### src/rtl/ntt_seq_ctrl.sv
// ntt_seq_ctrl: control sequencer for an iterative radix-2 in-place NTT/INTT.
// One pipelined butterfly unit is shared by every stage. This block issues one
// butterfly per cycle, waits out the pipeline between stages, and for INTT
// adds a final pass that scales each coefficient by D^-1.
//
// Ports:
//   clk, rst_n            clock, async active-low reset
//   start, mode           start request (IDLE/FIN only), 1 = INTT
//   rd_en                 operand read strobe
//   rd_addr_a, rd_addr_b  operand addresses (b is 0 during scaling)
//   tw_idx, tw_inv        twiddle ROM index, inverse-twiddle select
//   scale_en              butterfly unit multiplies operand a by D^-1
//   wr_en, wr_addr_a/b    write-back strobe/addresses, read side delayed BF_LAT
//   busy, done            busy in any non-IDLE state, one-cycle done pulse
module ntt_seq_ctrl #(
  parameter int N      = 65537,
  parameter int D      = 16,
  parameter int LOGD   = 4,
  parameter int BF_LAT = 3
) (
  input  logic            clk,
  input  logic            rst_n,
  input  logic            start,
  input  logic            mode,
  output logic            rd_en,
  output logic [LOGD-1:0] rd_addr_a,
  output logic [LOGD-1:0] rd_addr_b,
  output logic [LOGD-2:0] tw_idx,
  output logic            tw_inv,
  output logic            scale_en,
  output logic            wr_en,
  output logic [LOGD-1:0] wr_addr_a,
  output logic [LOGD-1:0] wr_addr_b,
  output logic            busy,
  output logic            done
);

  if (N < 2 || D < 4 || (1 << LOGD) != D || BF_LAT < 1) begin : g_param_chk
    $error("ntt_seq_ctrl: invalid parameters");
  end

  // One counter serves as butterfly index, gap/drain timer and scale index.
  localparam int CW = $clog2(D + BF_LAT + 1);
  localparam int SW = $clog2(LOGD);
  localparam logic [CW-1:0] HALF_LAST = CW'(D/2 - 1);
  localparam logic [CW-1:0] LAT_LAST  = CW'(BF_LAT - 1);
  localparam logic [CW-1:0] D_LAST    = CW'(D - 1);
  localparam logic [SW-1:0] S_LAST    = SW'(LOGD - 1);

  typedef enum logic [2:0] {S_IDLE, S_RUN, S_GAP, S_SCALE, S_DRAIN, S_FIN} state_t;

  state_t        state;
  logic [SW-1:0] stg;
  logic [CW-1:0] cnt;

  // Butterfly b of stage s: groups of 2*half, partner half apart,
  // twiddle stride D/(2*half).
  function automatic logic [LOGD-1:0] bf_a(input int s, input int b);
    int r;
    r = ((b >> s) << (s + 1)) + (b & ((1 << s) - 1));
    return r[LOGD-1:0];
  endfunction

  function automatic logic [LOGD-1:0] bf_b(input int s, input int b);
    int r;
    r = ((b >> s) << (s + 1)) + (b & ((1 << s) - 1)) + (1 << s);
    return r[LOGD-1:0];
  endfunction

  function automatic logic [LOGD-2:0] bf_tw(input int s, input int b);
    int r;
    r = (b & ((1 << s) - 1)) << (LOGD - 1 - s);
    return r[LOGD-2:0];
  endfunction

  // tw_inv doubles as the latched mode for the whole operation.
  always_ff @(posedge clk or negedge rst_n) begin
    if (!rst_n) begin
      state     <= S_IDLE;
      stg       <= '0;
      cnt       <= '0;
      rd_en     <= 1'b0;
      rd_addr_a <= '0;
      rd_addr_b <= '0;
      tw_idx    <= '0;
      tw_inv    <= 1'b0;
      scale_en  <= 1'b0;
      busy      <= 1'b0;
      done      <= 1'b0;
    end else begin
      // Address/control outputs idle at 0 unless a branch issues an op.
      rd_en     <= 1'b0;
      rd_addr_a <= '0;
      rd_addr_b <= '0;
      tw_idx    <= '0;
      scale_en  <= 1'b0;
      done      <= 1'b0;
      case (state)
        S_IDLE, S_FIN: begin
          state <= S_IDLE;
          busy  <= 1'b0;
          if (start) begin
            state     <= S_RUN;
            stg       <= '0;
            cnt       <= '0;
            tw_inv    <= mode;
            busy      <= 1'b1;
            rd_en     <= 1'b1;
            rd_addr_a <= bf_a(0, 0);
            rd_addr_b <= bf_b(0, 0);
            tw_idx    <= bf_tw(0, 0);
          end
        end
        S_RUN: begin
          if (cnt == HALF_LAST) begin
            state <= S_GAP;
            cnt   <= '0;
          end else begin
            cnt       <= cnt + 1'b1;
            rd_en     <= 1'b1;
            rd_addr_a <= bf_a(int'(stg), int'(cnt) + 1);
            rd_addr_b <= bf_b(int'(stg), int'(cnt) + 1);
            tw_idx    <= bf_tw(int'(stg), int'(cnt) + 1);
          end
        end
        // Gap lets the last write of this stage land before the next reads.
        S_GAP: begin
          if (cnt == LAT_LAST) begin
            cnt <= '0;
            if (stg != S_LAST) begin
              state     <= S_RUN;
              stg       <= stg + 1'b1;
              rd_en     <= 1'b1;
              rd_addr_a <= bf_a(int'(stg) + 1, 0);
              rd_addr_b <= bf_b(int'(stg) + 1, 0);
              tw_idx    <= bf_tw(int'(stg) + 1, 0);
            end else if (tw_inv) begin
              state    <= S_SCALE;
              rd_en    <= 1'b1;
              scale_en <= 1'b1;
            end else begin
              state <= S_FIN;
              busy  <= 1'b0;
              done  <= 1'b1;
            end
          end else begin
            cnt <= cnt + 1'b1;
          end
        end
        S_SCALE: begin
          if (cnt == D_LAST) begin
            state <= S_DRAIN;
            cnt   <= '0;
          end else begin
            cnt       <= cnt + 1'b1;
            rd_en     <= 1'b1;
            scale_en  <= 1'b1;
            rd_addr_a <= LOGD'(cnt + 1'b1);
          end
        end
        S_DRAIN: begin
          if (cnt == LAT_LAST) begin
            state <= S_FIN;
            cnt   <= '0;
            busy  <= 1'b0;
            done  <= 1'b1;
          end else begin
            cnt <= cnt + 1'b1;
          end
        end
        default: begin
          state <= S_IDLE;
          busy  <= 1'b0;
        end
      endcase
    end
  end

  // Write-back tracks the read side through the butterfly latency.
  logic [BF_LAT-1:0]           vld_pipe;
  logic [BF_LAT-1:0][LOGD-1:0] a_pipe;
  logic [BF_LAT-1:0][LOGD-1:0] b_pipe;

  always_ff @(posedge clk or negedge rst_n) begin
    if (!rst_n) begin
      vld_pipe <= '0;
      a_pipe   <= '0;
      b_pipe   <= '0;
    end else begin
      vld_pipe[0] <= rd_en;
      a_pipe[0]   <= rd_addr_a;
      b_pipe[0]   <= rd_addr_b;
      for (int i = 1; i < BF_LAT; i++) begin
        vld_pipe[i] <= vld_pipe[i-1];
        a_pipe[i]   <= a_pipe[i-1];
        b_pipe[i]   <= b_pipe[i-1];
      end
    end
  end

  assign wr_en     = vld_pipe[BF_LAT-1];
  assign wr_addr_a = a_pipe[BF_LAT-1];
  assign wr_addr_b = b_pipe[BF_LAT-1];

endmodule

### config.mk
export PLATFORM = sky130hd
export DESIGN_NAME = ntt_seq_ctrl
export DESIGN_NICKNAME = d
export VERILOG_FILES = /design/src/rtl/ntt_seq_ctrl.sv
export SDC_FILE = /design/constraint.sdc
export NUM_CORES = 1
export LEC_CHECK = 0
export BUFFER_PORTS_ARGS = -buffer_cell sky130_fd_sc_hd__buf_2
export CAP_MARGIN = 5
export CORE_MARGIN = 5
export CORE_UTILIZATION = 60
export CTS_CLUSTER_DIAMETER = 200
export CTS_CLUSTER_SIZE = 14
export DETAILED_ROUTE_END_ITERATION = 8
export GPL_ROUTABILITY_DRIVEN = 0
export PLACE_DENSITY = 0.89
export RECOVER_POWER = 25
export SYNTH_ARGS = -nofsm -noshare
export SYNTH_HDL_FRONTEND = slang
export SYNTH_SLANG_ARGS = --single-unit
### constraint.sdc
create_clock -name clk -period 5.4 [get_ports clk]
set_clock_uncertainty 0.2 [all_clocks]
set_input_delay 1.08 -clock clk [delete_from_list [all_inputs] [get_ports clk]]
set_output_delay 1.08 -clock clk [all_outputs]
set_load 0.005 [all_outputs]
==> metrics.yaml <==
clock_tree:
  numCtsBuffers: 5
  cts_resized: 0
  clock_sinks: 53
  h-tree-depth: 2
  clkLatencyLatePin_ns: 0.31
  cts.path.max_buffers: 2
  root_buffer: "clkbuf_8"
  cts_tree: "built"
  holdBufCountCts: 0
  post-cts-setup-buffer-count: 0
  clkSlewWorstSetupHoldPaths_ns: 0.10
yosys:
  synth.net_count: 280
  synth_cells: 259
  syn_avg_cell_area_um2: 10.3
  async_flop_share_pct: 100
  yosys_warnings: 1
  synthFlopType: "dfrtp_1"
  ys_ff_latch: 53
  synthDistinctLibCells: 51
  synth_seq_area_share_pct: 49.8
  synth.area.top_cells: "dfrtp_1 (50%), ha_1 (7.0%), nand2_1 (3.9%), o21ai_0 (3.0%), buf_4 (2.5%)"
  synth_area_leader_cell: "dfrtp_1"
  synth_edf_count: 0
  synth_top_area_share_pct: 49.8
  netlist_area_um2: 2660
critical_path:
  critPathMaxFanout: 12
  critPathRequiredTime_ns: 5.40
  critPathCaptureType: "flop"
  path_class: "reg -> reg"
  crit_chain: "ha_1, nand2b_2, and3b_1, a311oi_1, nand2_1, o21ai_0, and3_1, ha_1, inv_1, fa_1, inv_1, ha_1, a21o_1, a21oi_1, xnor2_1, xnor2_1, xnor2_1, o21ai_1"
  cp-start-kind: "flop"
  cp.arrival_ns: 4.26
  crit_slowest_cell: "dfrtp_1"
  crit_path_max_incr_delay_ns: 0.58
route:
  avgViaCountPerCell: 5.84
  firstDrtPassIters: 4
  vias: 1915
  ant_nets: 0
  totalWireLength_um: 5070
  wl_per_cell_um: 15.5
  drt_iter0_drc: 120
  drc_errors: 0
timing:
  drv_slew: 54
  max_freq_mhz: 235
  worst_slack_ns: 1.14
  hold_viol: 0
  fin_crit_sh_pct: 78.8
  finalSetupViolations: 0
  tightestPinTransition_ns: 2.65
  rsz0062_at_grt: "false"
  slew_headroom_pct: -76.9
  fin_setup_tns_ns: 0
  min_period_ns: 4.26
floorplan:
  rows: 24
  die-height_um: 76.6
  start_util_pct: 61.6
  ioPinCount: 29
  core_area_um2: 4320
  die_x_um: 76.6
  die-area_um2: 5870
global_routing:
  grt_first_pass_wirelength_um: 8820
  grt_antenna_before_repair: 0
  overflow: 0
  grt_start_max_net_pins: 54
  grt_pass1_vias: 1839
  track_usage_pct: 18.5
pwr:
  power_density_nw_per_um2: 621
  peakVddDrop_uv: 307
  p_leak_nw: 1.36
finish:
  antenna_cells: 0
  num-fill-cells: 334
  final_common_cell: "dfrtp_1"
  nets: 296
  syn_to_final_growth_pct: 6.81
  finalInstanceArea_um2: 2850
  drive_gt1_share_pct: 17.8
  mostFrequentLayoutCells: "dfrtp_1 (53), nand2_1 (28), buf_2 (28), o21ai_0 (16)"
status:
  violations: "max-capacitance violations, max-slew violations"
  status: "finished with violations"
placed_design:
  placed_area_um2: 2750
  dpl.hpwl_um: 3730
  port_buffers: 28
  post-place-ws_ns: 1.25
run:
  max-cap-violations: 1
worst_hold_path:
  hold_class: "reg -> reg"
## layer usage
| metal | track usage (%) | vias up | wire length (µm) |
|---|---|---|---|
| met4 | 7.69 | 0 | 153 |
| met2 | 30.3 | 59 | 2510 |
| li1 | - | 914 | - |
| met1 | 23.3 | 927 | 2120 |
| met5 | 0 | - | 0 |
| met3 | 4.73 | 15 | 282 |
## kinds of logic after synthesis
group	count (synthesis)	share of synthesized area [%]
mux	3	1.27
fa+ha+maj	17	8.55
flops	53	49.8
simple gates	79	15.4
buf+inv	36	6.86
xor+xnor	10	3.29
compound gates	61	14.9
## cell usage after synthesis, types with 4 or more instances
master,instances
o21ai_1,5
xnor2_1,6
a21o_1,4
nand4_1,4
o22ai_1,5
nor2_1,14
buf_4,9
ha_1,15
xor2_1,4
inv_1,15
o21ai_0,16
nor2b_1,4
nand3_1,4
buf_2,5
nand2_1,28
dfrtp_1,53
a21oi_1,12
nor3_1,6
## flip-flops by register name, indices dropped and copies added, names as in the netlist
name and cells:
a_pipe 8, b_pipe 8, busy 1, cnt 5, done 1, rd_addr_a 4
rd_addr_b 4, rd_en 1, scale_en 1, state 3, stg 2, tw_idx 3
tw_inv 1, vld_pipe 3, wr_addr_a 4, wr_addr_b 4
## stage by stage
stage / util [%] / total power (W) / std cells / hold slack [ns]
4_1_cts: 65.9 / 0.00177 / 328 / 0.158
3_5_place_dp: 63.7 / 0.00154 / 320 / 0.135
3_3_place_gp: 63.7 / 0.00149 / 320 / 0.134
6_report: 65.8 / 0.00177 / 328 / 0.156
5_1_grt: 65.8 / 0.00192 / 328 / 0.153
2_1_floorplan: - / 0.00134 / 259 / 0.131
## critical path, delay by kind of cell (launching register included)
kind / cells / cell delay, ns
AOI/OAI and AO/OA: 5 / 0.83
buffers and inverters: 2 / 0.12
adders and majority gates: 4 / 1.37
and+or+nand+nor: 4 / 0.58
DFF: 1 / 0.58
xor gates and xnor gates: 3 / 0.47
## final timing paths
check | start | end | slack (ns) | cells past startpoint
worst max-delay path | cnt[0]$_DFFE_PN0P_ | rd_addr_b[3]$_DFF_PN0_ | 1.14 | 18
worst min-delay path | a_pipe[2]$_DFF_PN0_ | a_pipe[6]$_DFF_PN0_ | 0.16 | 0
worst max register to register | cnt[0]$_DFFE_PN0P_ | rd_addr_b[3]$_DFF_PN0_ | 1.14 | 18
worst min register to register | a_pipe[2]$_DFF_PN0_ | a_pipe[6]$_DFF_PN0_ | 0.16 | 0
max in group asynchronous | rst_n | b_pipe[6]$_DFF_PN0_ | 2.01 | 2
min in group asynchronous | rst_n | state[2]$_DFFE_PN0P_ | 1.49 | 2
## where the power goes
group	internal, W	switching (W)
Sequential	0.000537	0.000148
Combinational	0.000372	0.000478
Clock	0.0000944	0.000137
## layout make-up
type | count | area (µm²) | share of cell area (%)
timing repair buffer | 29 | 144 | 5.06
inverter | 16 | 60.1 | 2.11
multi-input combinational | 170 | 1150 | 40.6
clock inverter | 3 | 26.3 | 0.923
tap | 52 | 65.1 | 2.29
clock buffer | 5 | 68.8 | 2.42
sequential | 53 | 1330 | 46.6
Note: power is estimated with default switching activity, not from simulation.
